### config.mk
export PLATFORM = sky130hd
export DESIGN_NAME = conv_reuse_sequencer
export DESIGN_NICKNAME = d
export VERILOG_FILES = /design/src/rtl/conv_pkg.sv /design/src/rtl/conv_window_counter.sv /design/src/rtl/conv_reuse_sequencer.sv
export SDC_FILE = /design/constraint.sdc
export NUM_CORES = 1
export LEC_CHECK = 0
export ABC_AREA = 0
export BUFFER_PORTS_ARGS = -buffer_cell sky130_fd_sc_hd__buf_2
export CORE_MARGIN = 3
export CORE_UTILIZATION = 48
export DETAILED_ROUTE_END_ITERATION = 8
export PLACE_DENSITY = 0.74
export RECOVER_POWER = 25
export SLEW_MARGIN = 10
export SYNTH_ARGS = -nofsm -noshare
export SYNTH_HDL_FRONTEND = slang
export SYNTH_SLANG_ARGS = --single-unit
### constraint.sdc
create_clock -name clk -period 4.6 [get_ports clk]
set_clock_uncertainty 0.2 [all_clocks]
set_input_delay 0.23 -clock clk [delete_from_list [all_inputs] [get_ports clk]]
set_output_delay 0.23 -clock clk [all_outputs]
set_load 0.02 [all_outputs]
### src/rtl/conv_pkg.sv
`default_nettype none
// ============================================================================
// Module      : conv_pkg
// Description : Shared types, default geometry and width helper for the
//               input-reuse convolution sequencer, datapath and bench.
// Revision    : 1.0 - initial release
// ============================================================================
package conv_pkg;

    // Default geometry shared by the sequencer, the datapath and the bench
    localparam int CONV_KERNELS    = 3;
    localparam int CONV_ROWS       = 3;
    localparam int CONV_COLS       = 3;
    localparam int CONV_IMAGE_ROWS = 28;
    localparam int CONV_IMAGE_COLS = 28;

    // Sequencer states
    typedef enum logic [2:0] {
        S_IDLE  = 3'd0,
        S_FETCH = 3'd1,
        S_DRAIN = 3'd2,
        S_EMIT  = 3'd3,
        S_DONE  = 3'd4
    } conv_seq_state_t;

    // Counter width for a count of 'value' states; never narrower than 1 bit
    function automatic int clog2_min1(input int value);
        return (value <= 1) ? 1 : $clog2(value);
    endfunction

endpackage
`default_nettype wire

### src/rtl/conv_window_counter.sv
`default_nettype none
// ============================================================================
// Module      : conv_window_counter
// Description : Nested tap / window-column / window-row counters with wrap
//               and last flags consumed by the sequencer FSM.
// Revision    : 1.0 - initial release
// ============================================================================
module conv_window_counter
    import conv_pkg::*;
#(
    parameter int  COLS     = CONV_COLS,
    parameter int  TAPS     = CONV_ROWS * CONV_COLS,
    parameter int  OUT_ROWS = CONV_IMAGE_ROWS - CONV_ROWS + 1,
    parameter int  OUT_COLS = CONV_IMAGE_COLS - CONV_COLS + 1,
    localparam int TW       = clog2_min1(TAPS),
    localparam int JW       = clog2_min1(COLS),
    localparam int ORW      = clog2_min1(OUT_ROWS),
    localparam int OCW      = clog2_min1(OUT_COLS)
) (
    input  logic           clk,
    input  logic           rst,
    input  logic           clr_i,
    input  logic           tap_adv_i,
    input  logic           win_adv_i,
    output logic [TW-1:0]  tap_o,
    output logic [ORW-1:0] win_r_o,
    output logic [OCW-1:0] win_c_o,
    output logic           tap_last_o,
    output logic           j_last_o,
    output logic           win_c_last_o,
    output logic           win_last_o
);

    logic [TW-1:0]  tap_q;
    logic [JW-1:0]  j_q;
    logic [ORW-1:0] win_r_q;
    logic [OCW-1:0] win_c_q;

    assign tap_o        = tap_q;
    assign win_r_o      = win_r_q;
    assign win_c_o      = win_c_q;
    assign tap_last_o   = (tap_q == TW'(TAPS - 1));
    assign j_last_o     = (j_q == JW'(COLS - 1));
    assign win_c_last_o = (win_c_q == OCW'(OUT_COLS - 1));
    assign win_last_o   = win_c_last_o && (win_r_q == ORW'(OUT_ROWS - 1));

    // Tap and kernel-column count wrap together after the last tap; the
    // window position advances raster order, column fastest
    always_ff @(posedge clk) begin
        if (rst || clr_i) begin
            tap_q   <= '0;
            j_q     <= '0;
            win_r_q <= '0;
            win_c_q <= '0;
        end else begin
            if (tap_adv_i) begin
                tap_q <= tap_last_o ? '0 : tap_q + 1'b1;
                j_q   <= j_last_o   ? '0 : j_q + 1'b1;
            end
            if (win_adv_i) begin
                if (win_c_last_o) begin
                    win_c_q <= '0;
                    win_r_q <= win_r_q + 1'b1;
                end else begin
                    win_c_q <= win_c_q + 1'b1;
                end
            end
        end
    end

endmodule
`default_nettype wire

### src/rtl/conv_reuse_sequencer.sv
`default_nettype none
// ============================================================================
// Module      : conv_reuse_sequencer
// Description : FSM controller for the input-reuse convolution datapath.
//               Fetches each window pixel once per tap, broadcasts it to all
//               kernel lanes, then emits the per-kernel results over
//               valid/ready. Start/done handshake brackets a run.
// Revision    : 1.0 - initial release
// ============================================================================
module conv_reuse_sequencer
    import conv_pkg::*;
#(
    parameter int  KERNELS    = CONV_KERNELS,
    parameter int  ROWS       = CONV_ROWS,
    parameter int  COLS       = CONV_COLS,
    parameter int  IMAGE_ROWS = CONV_IMAGE_ROWS,
    parameter int  IMAGE_COLS = CONV_IMAGE_COLS,
    localparam int OUT_ROWS   = IMAGE_ROWS - ROWS + 1,
    localparam int OUT_COLS   = IMAGE_COLS - COLS + 1,
    localparam int TAPS       = ROWS * COLS,
    localparam int RW         = clog2_min1(IMAGE_ROWS),
    localparam int CW         = clog2_min1(IMAGE_COLS),
    localparam int TW         = clog2_min1(TAPS),
    localparam int KW         = clog2_min1(KERNELS),
    localparam int ORW        = clog2_min1(OUT_ROWS),
    localparam int OCW        = clog2_min1(OUT_COLS)
) (
    input  logic           clk,
    input  logic           rst,
    input  logic           start,
    output logic           done,
    output logic           busy,
    output logic           img_rd_en,
    output logic [RW-1:0]  img_row,
    output logic [CW-1:0]  img_col,
    output logic           mac_en,
    output logic           mac_first,
    output logic [TW-1:0]  tap_idx,
    output logic           out_valid,
    input  logic           out_ready,
    output logic [KW-1:0]  out_kernel,
    output logic [ORW-1:0] out_row,
    output logic [OCW-1:0] out_col
);

    conv_seq_state_t state_q;
    logic            start_q;
    logic            done_q, busy_q, rd_en_q, mac_en_q, mac_first_q, out_valid_q;
    logic [RW-1:0]   img_row_q;
    logic [CW-1:0]   img_col_q;
    logic [TW-1:0]   tap_idx_q;
    logic [KW-1:0]   out_kernel_q;
    logic [ORW-1:0]  out_row_q;
    logic [OCW-1:0]  out_col_q;

    logic [TW-1:0]   cnt_tap;
    logic [ORW-1:0]  cnt_win_r;
    logic [OCW-1:0]  cnt_win_c;
    logic            tap_last, j_last, win_c_last, win_last;

    logic            start_edge, idle_like, kernel_last, emit_last;
    logic            cnt_clr, tap_adv, win_adv;
    logic [RW-1:0]   next_org_row;
    logic [CW-1:0]   next_org_col;

    assign start_edge   = start && !start_q;
    assign idle_like    = (state_q == S_IDLE) || (state_q == S_DONE);
    assign kernel_last  = (out_kernel_q == KW'(KERNELS - 1));
    assign emit_last    = (state_q == S_EMIT) && out_ready && kernel_last;
    assign cnt_clr      = idle_like && start_edge;
    assign tap_adv      = (state_q == S_FETCH);
    assign win_adv      = emit_last && !win_last;

    // Origin of the window that follows the current one (first read address)
    assign next_org_row = win_c_last ? RW'(cnt_win_r) + 1'b1 : RW'(cnt_win_r);
    assign next_org_col = win_c_last ? '0 : CW'(cnt_win_c) + 1'b1;

    conv_window_counter #(
        .COLS     (COLS),
        .TAPS     (TAPS),
        .OUT_ROWS (OUT_ROWS),
        .OUT_COLS (OUT_COLS)
    ) u_win_cnt (
        .clk          (clk),
        .rst          (rst),
        .clr_i        (cnt_clr),
        .tap_adv_i    (tap_adv),
        .win_adv_i    (win_adv),
        .tap_o        (cnt_tap),
        .win_r_o      (cnt_win_r),
        .win_c_o      (cnt_win_c),
        .tap_last_o   (tap_last),
        .j_last_o     (j_last),
        .win_c_last_o (win_c_last),
        .win_last_o   (win_last)
    );

    // Sequencer FSM; every output is a register so the address and MAC
    // strobes leave the block glitch-free. mac_* defaults low each cycle and
    // is set only in the cycle after a read, which makes it the read
    // strobe delayed by one.
    always_ff @(posedge clk) begin
        if (rst) begin
            state_q      <= S_IDLE;
            start_q      <= 1'b0;
            done_q       <= 1'b0;
            busy_q       <= 1'b0;
            rd_en_q      <= 1'b0;
            img_row_q    <= '0;
            img_col_q    <= '0;
            mac_en_q     <= 1'b0;
            mac_first_q  <= 1'b0;
            tap_idx_q    <= '0;
            out_valid_q  <= 1'b0;
            out_kernel_q <= '0;
            out_row_q    <= '0;
            out_col_q    <= '0;
        end else begin
            start_q     <= start;
            mac_en_q    <= 1'b0;
            mac_first_q <= 1'b0;
            case (state_q)
                S_IDLE, S_DONE: begin
                    if (start_edge) begin
                        state_q   <= S_FETCH;
                        done_q    <= 1'b0;
                        busy_q    <= 1'b1;
                        rd_en_q   <= 1'b1;
                        img_row_q <= '0;
                        img_col_q <= '0;
                    end
                end
                S_FETCH: begin
                    mac_en_q    <= 1'b1;
                    mac_first_q <= (cnt_tap == '0);
                    tap_idx_q   <= cnt_tap;
                    if (tap_last) begin
                        rd_en_q <= 1'b0;
                        state_q <= S_DRAIN;
                    end else if (j_last) begin
                        img_row_q <= img_row_q + 1'b1;
                        img_col_q <= CW'(cnt_win_c);
                    end else begin
                        img_col_q <= img_col_q + 1'b1;
                    end
                end
                S_DRAIN: begin
                    state_q      <= S_EMIT;
                    out_valid_q  <= 1'b1;
                    out_kernel_q <= '0;
                    out_row_q    <= cnt_win_r;
                    out_col_q    <= cnt_win_c;
                end
                S_EMIT: begin
                    if (out_ready) begin
                        if (kernel_last) begin
                            out_valid_q <= 1'b0;
                            if (win_last) begin
                                state_q <= S_DONE;
                                done_q  <= 1'b1;
                                busy_q  <= 1'b0;
                            end else begin
                                state_q   <= S_FETCH;
                                rd_en_q   <= 1'b1;
                                img_row_q <= next_org_row;
                                img_col_q <= next_org_col;
                            end
                        end else begin
                            out_kernel_q <= out_kernel_q + 1'b1;
                        end
                    end
                end
                default: state_q <= S_IDLE;
            endcase
        end
    end

    assign done       = done_q;
    assign busy       = busy_q;
    assign img_rd_en  = rd_en_q;
    assign img_row    = img_row_q;
    assign img_col    = img_col_q;
    assign mac_en     = mac_en_q;
    assign mac_first  = mac_first_q;
    assign tap_idx    = tap_idx_q;
    assign out_valid  = out_valid_q;
    assign out_kernel = out_kernel_q;
    assign out_row    = out_row_q;
    assign out_col    = out_col_q;

endmodule
`default_nettype wire

==> results of run 1 <==
## metal layers
layer	GRT usage (%)	wire (um)	part of all wire (%)
met3	5.04	362	6.5
met1	25.7	2710	48
met5	0	0	0
met4	4.73	40	0.71
met2	30.2	2500	45
## cell type report
cell class / count / area [um^2]
Fill cell: 503 / 2340
Clock inverter: 2 / 10.0
Sequential cell: 52 / 1040
Clock buffer: 6 / 82.6
Multi-Input combinational cell: 242 / 1490
Inverter: 6 / 22.5
Tap cell: 70 / 87.6
Timing Repair Buffer: 36 / 160
## logic make-up after synthesis
group / after synthesis / synth area share (%)
xor gates and xnor gates: 13 / 4.27
muxes: 5 / 1.92
buffers and inverters: 27 / 5.06
DFF: 52 / 39.0
adders and majority gates: 9 / 4.22
AOI/OAI and AO/OA: 79 / 19.7
and+or+nand+nor: 136 / 25.8
## cell usage after synthesis, types with 2 or more instances
cell type,instances
nor2_1,32
clkbuf_1,11
and3_1,2
buf_6,3
dfxtp_1,52
or3_1,3
nand3b_1,2
nor2b_1,3
a211oi_2,2
xnor2_1,8
ha_1,9
buf_2,6
nand2b_1,2
nor3_1,18
nor2_2,2
a21oi_1,38
o211ai_1,2
o22ai_1,3
and2_1,2
a31oi_1,5
nand2_1,45
inv_1,6
mux2i_1,4
and3b_1,3
nand3_1,9
a211oi_1,7
xor2_1,5
o21ai_0,12
and4b_1,2
## state kept, by name, summed over array words and instances, names as in the netlist, 2 cells and up
register and count:
u_win_cnt.win_c_o 5, u_win_cnt.tap_o 4, out_col 5, state_q 3, u_win_cnt.win_r_o 5, img_col 5
img_row 5, tap_idx 4, out_row 5, out_kernel 2, u_win_cnt.j_q 2
## power breakdown
| part | total, mW | internal [mW] | switching [mW] |
|---|---|---|---|
| Clock | 0.266 | 0.120 | 0.146 |
| Combinational | 0.104 | 0.0386 | 0.0655 |
| Sequential | 0.477 | 0.464 | 0.0138 |
## critical path, stage by stage (launching register included)
cell     delay [ns]
dfxtp_1        0.51
nor3b_2        0.87
nand2_1        0.30
nand3_2        0.22
mux2i_1        0.21
nor2_1         0.05
## worst paths after layout
path / slack (ns) / depth (start not counted) / end / startpoint
max: 2.12 / 5 / img_col[2] / state_q[0]
min: 0.18 / 4 / out_kernel[0] / out_ready
max reg2reg: 2.12 / 5 / img_col[2] / state_q[0]
min reg2reg: 0.26 / 2 / out_col[3] / out_col[3]
## per-stage QoR
stage / area, um^2 / hold WS [ns] / power [mW]
after floorplan: 2670 / 0.158 / 0.566
after global routing: 2900 / 0.216 / 0.887
after CTS: 2920 / 0.162 / 0.858
after detailed placement: 2820 / 0.244 / 0.592
after global placement: 2820 / 0.240 / 0.591
final: 2900 / 0.185 / 0.848
## cell usage in the layout, fill, tap and decap left out, types with 9 or more instances in the layout
master / n
a21oi_1: 38
buf_2: 15
clkbuf_1: 20
dfxtp_1: 52
ha_1: 9
nand2_1: 45
nand3_1: 9
nor2_1: 32
nor3_1: 18
o21ai_0: 12
## repair_timing
item / 4_1_cts / 5_1_grt
endpoints found under the hold margin: 1 / 0
hold buffers: 1 / 0
buffers inserted: 0 / 0
==> impl_results.md, run 1 <==
* Mapped Avg Cell Area at 8.31 um^2
* Critical path class: reg2reg
* Mapped Area at 0.00267 mm^2
* Via/cell ratio at 5.55
* I/O Buffers at 35
* Final core occ at 55.3%
* Critical Path AT at 2.45 ns
* Final Max Slew Viols at 0
* # diodes at 0
* Post-route minimum period at 2.48 ns
* Worst-path clk slew at 0.09 ns
* Final setup margin at 2.12 ns
* Post-Synthesis Net Count at 334
* # rows at 26
* Ys Warns at 0
* Die area at 0.00649 mm^2
* Initial core utilization at 51.0%
* Seq/Total Area, Yosys at 39.0%
* Top_reg_cell synth: dfxtp_1
* Routed WL at 5610 um
* Initial antenna violation count at 0
* Final ANT Viol Nets at 0
* Via count at 2,298
* Layout cells sized above 1 at 11.3%
* Post-Syn Instances at 321
* Final setup viols at 0
* Top-area cell type share of the netlist area at 39.0%
* Tcrit/Tclk final at 53.9%
* Crit end category: flip-flop
* Fmax at 403 MHz
* Drt wl/cell at 13.6 um
* RSZ-0062 raised after global routing: no
* Worst Path Max Fanout at 16
* Synth-to-Final Area Change at 8.53%
* Largest buffer count on any clock path at 2
* VDD IR-drop max at 173 uV
* Cts bufs inserted at 5
* CTS resizes at 0
* Detailed placement HPWL at 4000 um
* Final Hold Violating Endpoints at 0
* Static Leak at 1.10 nW
* Final cell count without fillers at 414
* Clock latency on the worst-skew pair at 0.30 ns
* Total GRT Usage at 19.1%
* Slew HR at 23.6%
* Final #Nets at 356
* Startpoint types: flip-flop
* Vias in the first global route at 2,047
* GP Congestion at 0.825
* First-pass iteration count of the detailed router at 4
* Grt total ovfl at 0
* First-pass GRT wire length at 9780 um
* HP Class: in2reg
* Max-Cap Viols at 0
* Yosys cell types at 52
* Root Driver: clkbuf_8
* Run status: finished, final reports clean
* CTS tree: built
* EDFF count, synth at 0
* Drt first-iter violations at 168
* FF+latch count, synth at 52
* Slew @ Worst Pin at 1.14 ns
* Die Ht at 80.6 um
* Power density over cell area at 293 mW/mm^2
* Drc violations at 0
* Place WS at 2.15 ns
* Fraction of registers with async set/reset at 0%
* CORE AREA at 0.00524 mm^2
* Die X at 80.6 um
* Main area contributors after synthesis: dfxtp_1 39%, a21oi_1 7.1%, nand2_1 6.3%
* IO Pins at 36
* Top cell type by total area after synthesis: dfxtp_1
* Worst path required time at 4.57 ns
* CTS sink cnt at 52
* Largest net degree at the start of global routing at 37
* Inst Count DP at 405
* Setup TNS at 0 ns
* H-tree Lvls at 2
No activity file was read; power rests on OpenSTA's default activity.
==> inputs of run 2 (changes only) <==
==> constraint.sdc (replaced) <==
create_clock -name clk -period 2.6 [get_ports clk]
set_clock_uncertainty 0.2 [all_clocks]
set_input_delay 0.13 -clock clk [delete_from_list [all_inputs] [get_ports clk]]
set_output_delay 0.13 -clock clk [all_outputs]
set_load 0.02 [all_outputs]
==> impl_results.md, run 2 (synthesis results as in run 1) <==
* Place WS at 0.433 ns (was 2.15 ns)
* Layout cells sized above 1 at 12.1% (was 11.3%)
* Inst Count DP at 409 (was 405)
* Run status: finished, final reports clean (unchanged)
* CTS resizes at 0 (unchanged)
* Grt total ovfl at 0 (unchanged)
* Static Leak at 1.12 nW (was 1.10 nW)
* GP Congestion at 0.845 (was 0.825)
* Largest buffer count on any clock path at 2 (unchanged)
* Final setup viols at 0 (unchanged)
* Cts bufs inserted at 5 (unchanged)
* Tcrit/Tclk final at 84.3% (was 53.9%)
* DP Area at 0.00285 mm^2 (was 0.00282 mm^2)
* Clk pwr share at 34.8% (was 31.4%)
* Vias in the first global route at 2,106 (was 2,047)
* CTS sink cnt at 52 (unchanged)
* Final cell count without fillers at 418 (was 414)
* Via/cell ratio at 5.37 (was 5.55)
* Setup TNS at 0 ns (unchanged)
* HP Class: in2reg (unchanged)
* Clock latency on the worst-skew pair at 0.30 ns (about the same)
* Critical Path AT at 2.17 ns (was 2.45 ns)
* Switch share at 25.9% (was 26.6%)
* Hold_ws at 0.0282 ns (was 0.185 ns)
* First-pass iteration count of the detailed router at 4 (unchanged)
* Logic pwr share at 11.9% (was 12.3%)
* CORE AREA at 0.00524 mm^2 (unchanged)
* Synth-to-Final Area Change at 10.3% (was 8.53%)
* Slew HR at 68.0% (was 23.6%)
* Die Ht at 80.6 um (unchanged)
* Startpoint types: flip-flop (unchanged)
* Power density over cell area at 539 mW/mm^2 (was 293 mW/mm^2)
* Detailed placement HPWL at 4100 um (was 4000 um)
* Critical path class: reg2reg (unchanged)
* Final Hold Violating Endpoints at 0 (unchanged)
* Crit end category: flip-flop (unchanged)
* Cell Int Power at 1.18 mW (was 0.622 mW)
* # rows at 26 (unchanged)
* Final setup margin at 0.408 ns (was 2.12 ns)
* IO Pins at 36 (unchanged)
* Largest net degree at the start of global routing at 21 (was 37)
* Die area at 0.00649 mm^2 (unchanged)
* VDD IR-drop max at 275 uV (was 173 uV)
* Most frequent cells in the layout: 52 x dfxtp_1, 45 x nand2_1, 38 x a21oi_1 (unchanged)
* Most common cell after layout, fill and taps aside: dfxtp_1 (unchanged)
* Pwr Total at 1.59 mW (was 0.848 mW)
* Slew @ Worst Pin at 0.479 ns (was 1.14 ns)
* Final ANT Viol Nets at 0 (unchanged)
* Drt first-iter violations at 130 (was 168)
* Fmax at 456 MHz (was 403 MHz)
* Total GRT Usage at 18.6% (was 19.1%)
* Setup bufs post-CTS at 0 (unchanged)
* Drt wl/cell at 13.5 um (was 13.6 um)
* Worst-path clk slew at 0.10 ns (was 0.09 ns)
* Max-Cap Viols at 0 (unchanged)
* Initial core utilization at 51.0% (unchanged)
* Final #Nets at 360 (was 356)
* # hold bufs at CTS at 1 (unchanged)
* Sw Pwr at 0.410 mW (was 0.225 mW)
* Worst Path Max Fanout at 10 (was 16)
* Final instance area at 0.00294 mm^2 (was 0.00290 mm^2)
* Die X at 80.6 um (unchanged)
* Final core occ at 56.2% (was 55.3%)
* CTS tree: built (unchanged)
* I/O Buffers at 35 (unchanged)
* Routed WL at 5660 um (was 5610 um)
* Post-route minimum period at 2.19 ns (was 2.48 ns)
* Final Max Slew Viols at 0 (unchanged)
* RSZ-0062 raised after global routing: no (unchanged)
* Drc violations at 0 (unchanged)
* Initial antenna violation count at 0 (unchanged)
* First-pass GRT wire length at 9670 um (was 9780 um)
* Via count at 2,246 (was 2,298)
* H-tree Lvls at 2 (unchanged)
* Root Driver: clkbuf_8 (unchanged)
* Reg power frac at 53.2% (was 56.3%)
* Worst path required time at 2.58 ns (was 4.57 ns)
* # diodes at 0 (unchanged)
## run 2: cell types whose count changed in the layout (fill, tap and decap cells not counted), sizes merged
cell,previous run,this run
buf,15,18
bufinv,0,1
clkinv,2,1
clkinvlp,0,1
## run 2: per-layer routing
metal / up-vias / global-route usage [%] / wire, um / part of all wire (%)
li1: 1172 / - / - / -
met1: 1023 / 24.6 / 2870 / 51
met3: 5 / 3.36 / 243 / 4.3
met2: 46 / 31.5 / 2490 / 44
met5: - / 0 / 0 / 0
met4: 0 / 3.55 / 52 / 0.92
## run 2: power by group through the flow
| stage | logic, mW | registers (mW) | clock network [mW] |
|---|---|---|---|
| global placement | 0.189 | 0.862 | 0 |
| global route | 0.210 | 0.849 | 0.592 |
| finish | 0.190 | 0.845 | 0.553 |
| detailed placement | 0.190 | 0.863 | 0 |
| CTS | 0.192 | 0.844 | 0.565 |
| floorplan | 0.121 | 0.880 | 0 |
## run 2: path summary, 6_finish.rpt
kind | start | end | slack, ns | cells after the start
max | out_kernel[0] | img_row[4] | 0.41 | 7
min | rst | tap_idx[3] | 0.03 | 2
max reg2reg | out_kernel[0] | img_row[4] | 0.41 | 7
min reg2reg | out_row[0] | out_row[0] | 0.26 | 2
## run 2: final cells by class
type	count	area, um^2
multi-input combinational	242	1490
timing repair buffer	40	189
fill	518	2290
sequential	52	1040
clock inverter	3	42.5
clock buffer	5	68.8
inverter	6	22.5
tap	70	87.6
## run 2: worst max-delay path, cell delays in order (launching register included)
cell and delay (ns):
dfxtp_1 0.33, inv_1 0.09, ha_1 0.31, nand2_1 0.20, a22oi_4 0.39, nand3_1 0.20
a221oi_1 0.27, nor3_1 0.07
==> inputs of run 3 (changes only) <==
--- a/config.mk
+++ b/config.mk
@@ -5,12 +5,12 @@
 export SDC_FILE = /design/constraint.sdc
 export NUM_CORES = 1
 export LEC_CHECK = 0
-export ABC_AREA = 0
+export ABC_AREA = 1
 export BUFFER_PORTS_ARGS = -buffer_cell sky130_fd_sc_hd__buf_2
 export CORE_MARGIN = 3
 export CORE_UTILIZATION = 48
 export DETAILED_ROUTE_END_ITERATION = 8
-export PLACE_DENSITY = 0.74
+export PLACE_DENSITY = 0.77
 export RECOVER_POWER = 25
 export SLEW_MARGIN = 10
 export SYNTH_ARGS = -nofsm -noshare
==> constraint.sdc (replaced) <==
create_clock -name clk -period 2 [get_ports clk]
set_clock_uncertainty 0.2 [all_clocks]
set_input_delay 0.1 -clock clk [delete_from_list [all_inputs] [get_ports clk]]
set_output_delay 0.1 -clock clk [all_outputs]
set_load 0.02 [all_outputs]
==> impl_results.md, run 3 <==
* Crit end category: flip-flop (unchanged)
* Layout cells sized above 1 at 12.1% (about the same)
* GP Congestion at 0.864 (was 0.845)
* HP Class: reg2reg (was in2reg)
* Power density over cell area at 982 mW/mm^2 (was 539 mW/mm^2)
* Crit-path cells: nand2_1 > nor2_4 > nand3_1 > clkinv_1 > nand2_4 > inv_4 > o21ai_0 > a21oi_1 (was inv_1 > ha_1 > nand2_1 > a22oi_4 > nand3_1 > a221oi_1 > nor3_1)
* Hold_ws at 0.247 ns (was 0.0282 ns)
* Fraction of registers with async set/reset at 0% (unchanged)
* Vias in the first global route at 2,426 (was 2,106)
* Final setup viols at 0 (unchanged)
* CORE AREA at 0.00524 mm^2 (unchanged)
* DP Area at 0.00294 mm^2 (was 0.00285 mm^2)
* EDFF count, synth at 0 (unchanged)
* Slowest stage delay, CP at 0.46 ns (was 0.39 ns)
* Yosys cell types at 35 (was 52)
* Seq/Total Area, Yosys at 39.2% (was 39.0%)
* Largest net degree at the start of global routing at 25 (was 21)
* Most frequent cells in the layout: 73 x nand2_1, 52 x dfxtp_1, 49 x nor2_1 (was 52 x dfxtp_1, 45 x nand2_1, 38 x a21oi_1)
* Post-Syn Instances at 381 (was 321)
* Worst Path Max Fanout at 10 (unchanged)
* Top-area cell type share of the netlist area at 39.2% (was 39.0%)
* Initial antenna violation count at 0 (unchanged)
* Slew HR at 74.4% (was 68.0%)
* Post-route minimum period at 1.85 ns (was 2.19 ns)
* Drt wl/cell at 12.8 um (was 13.5 um)
* FF+latch count, synth at 52 (unchanged)
* Top_reg_cell synth: dfxtp_1 (unchanged)
* Routed WL at 6400 um (was 5660 um)
* Main area contributors after synthesis: dfxtp_1 39%, nand2_1 10%, a21oi_1 7.5% (was dfxtp_1 39%, a21oi_1 7.1%, nand2_1 6.3%)
* CTS tree: built (unchanged)
* Via/cell ratio at 5.18 (was 5.37)
* Final instance area at 0.00307 mm^2 (was 0.00294 mm^2)
* Via count at 2,582 (was 2,246)
* # rows at 26 (unchanged)
* Run status: finished, final reports clean (unchanged)
* Cts bufs inserted at 5 (unchanged)
* Most frequent cell after synthesis: nand2_1 (was dfxtp_1)
* First-pass iteration count of the detailed router at 4 (unchanged)
* Critical Path AT at 1.90 ns (was 2.17 ns)
* Drc violations at 0 (unchanged)
* Drt first-iter violations at 194 (was 130)
* Clock latency on the worst-skew pair at 0.32 ns (was 0.30 ns)
* Place WS at 0.0852 ns (was 0.433 ns)
* Die X at 80.4 um (was 80.6 um)
* Total GRT Usage at 21.7% (was 18.6%)
* First-pass GRT wire length at 11,100 um (was 9670 um)
* Die area at 0.00647 mm^2 (was 0.00649 mm^2)
* Fmax at 541 MHz (was 456 MHz)
* Critical path class: reg2reg (unchanged)
* Max-Cap Viols at 0 (unchanged)
* Final core occ at 58.6% (was 56.2%)
* Most frequent cells after synthesis: 73 x nand2_1, 52 x dfxtp_1, 49 x nor2_1 (was 52 x dfxtp_1, 45 x nand2_1, 38 x a21oi_1)
* Post-Synthesis Net Count at 394 (was 334)
* H-tree Lvls at 2 (unchanged)
* Slew @ Worst Pin at 0.383 ns (was 0.479 ns)
* Final Hold Violating Endpoints at 0 (unchanged)
* Final Max Slew Viols at 0 (unchanged)
* Grt total ovfl at 0 (unchanged)
* Worst-path clk slew at 0.09 ns (was 0.10 ns)
* Final setup margin at 0.151 ns (was 0.408 ns)
* Slowest library cell on the worst path: dfxtp_1 (was a22oi_4)
* Initial core utilization at 50.7% (was 51.0%)
* Final ANT Viol Nets at 0 (unchanged)
* Final #Nets at 440 (was 360)
* # diodes at 0 (unchanged)
* Synth-to-Final Area Change at 15.4% (was 10.3%)
* Top cell type by total area after synthesis: dfxtp_1 (unchanged)
* I/O Buffers at 35 (unchanged)
* Die Ht at 80.4 um (was 80.6 um)
* Mapped Area at 0.00266 mm^2 (was 0.00267 mm^2)
* Setup bufs post-CTS at 0 (unchanged)
* Tcrit/Tclk final at 92.5% (was 84.3%)
* IO Pins at 36 (unchanged)
* Mapped Avg Cell Area at 6.98 um^2 (was 8.31 um^2)
* Root Driver: clkbuf_8 (unchanged)
* VDD IR-drop max at 613 uV (was 275 uV)
* Worst path required time at 2.05 ns (was 2.58 ns)
* Most common cell after layout, fill and taps aside: nand2_1 (was dfxtp_1)
* Detailed placement HPWL at 4650 um (was 4100 um)
* CTS sink cnt at 52 (unchanged)
* Ys Warns at 0 (unchanged)
* Startpoint types: flip-flop (unchanged)
* Static Leak at 1.32 nW (was 1.12 nW)
* Largest buffer count on any clock path at 2 (unchanged)
[run 3: cell types whose count changed in the layout (fill, tap and decap cells not counted), moves of 5 or more]
cell / delta
inv_1: +38
nand2_1: +28
nor3_1: -16
nand4_1: +5
xnor2_1: -6
o21ai_0: +22
nand3_1: +17
nor2_1: +17
[run 3: worst max-delay path, delay by kind of cell (launching register included)]
family | cells | cell delay [ns]
flip-flops | 1 | 0.46
buffers and inverters | 2 | 0.27
AO/OA/AOI/OAI | 2 | 0.22
AND/OR/NAND/NOR | 4 | 0.63
[run 3: metrics by stage]
stage	std cells	TNS, ns	total power [mW]
final	498	0	3.01
after global routing	498	-0.00453	3.24
after global placement	486	0	2.29
after detailed placement	486	0	2.31
after floorplan	381	0	2.03
after CTS	498	0	3.04
[run 3: final timing paths]
check                           startpoint              endpoint  slack (ns)  depth (start not counted)
worst max register to register  state_q[0]  u_win_cnt.win_c_o[3]        0.15                          8
worst min register to register  out_col[4]            out_col[4]        0.25                          2
worst max-delay path            state_q[0]  u_win_cnt.win_c_o[3]        0.15                          8
worst min-delay path            out_col[4]            out_col[4]        0.25                          2
[run 3: logic make-up after synthesis]
| family | share of synthesized area [%] |
|---|---|
| simple gates | 29.3 |
| xor+xnor | 1.32 |
| buf+inv | 8.66 |
| flops | 39.2 |
| compound gates | 17.3 |
| fa+ha+maj | 4.24 |
[run 3: repair_timing]
item                                    4_1_cts  5_1_grt
resized for setup                             0        1
endpoints found under the setup margin        0        8
endpoints found under the hold margin        10        0
hold buffers                                  4        0
[run 3: final cells by class]
class / instances / area (um^2)
clock inverters: 3 / 42.5
inverters: 49 / 186
well taps: 70 / 87.6
fillers: 506 / 2170
repair buffers: 47 / 249
flip-flops and latches: 52 / 1040
multi-input cells: 272 / 1390
clock buffers: 5 / 68.8
[run 3: layer usage]
layer	vias to the layer above	wire length (um)	share of wire [%]	track usage (%)
met5	-	0	0	0
met4	0	67	1.0	7.94
met2	69	2930	46	35.4
met1	1171	3030	47	27.8
li1	1336	-	-	-
met3	6	375	5.9	4.93
[run 3: power breakdown]
group          switching (mW)  internal (mW)
Sequential              0.136           1.18
Combinational           0.640          0.329
Clock                   0.355          0.370
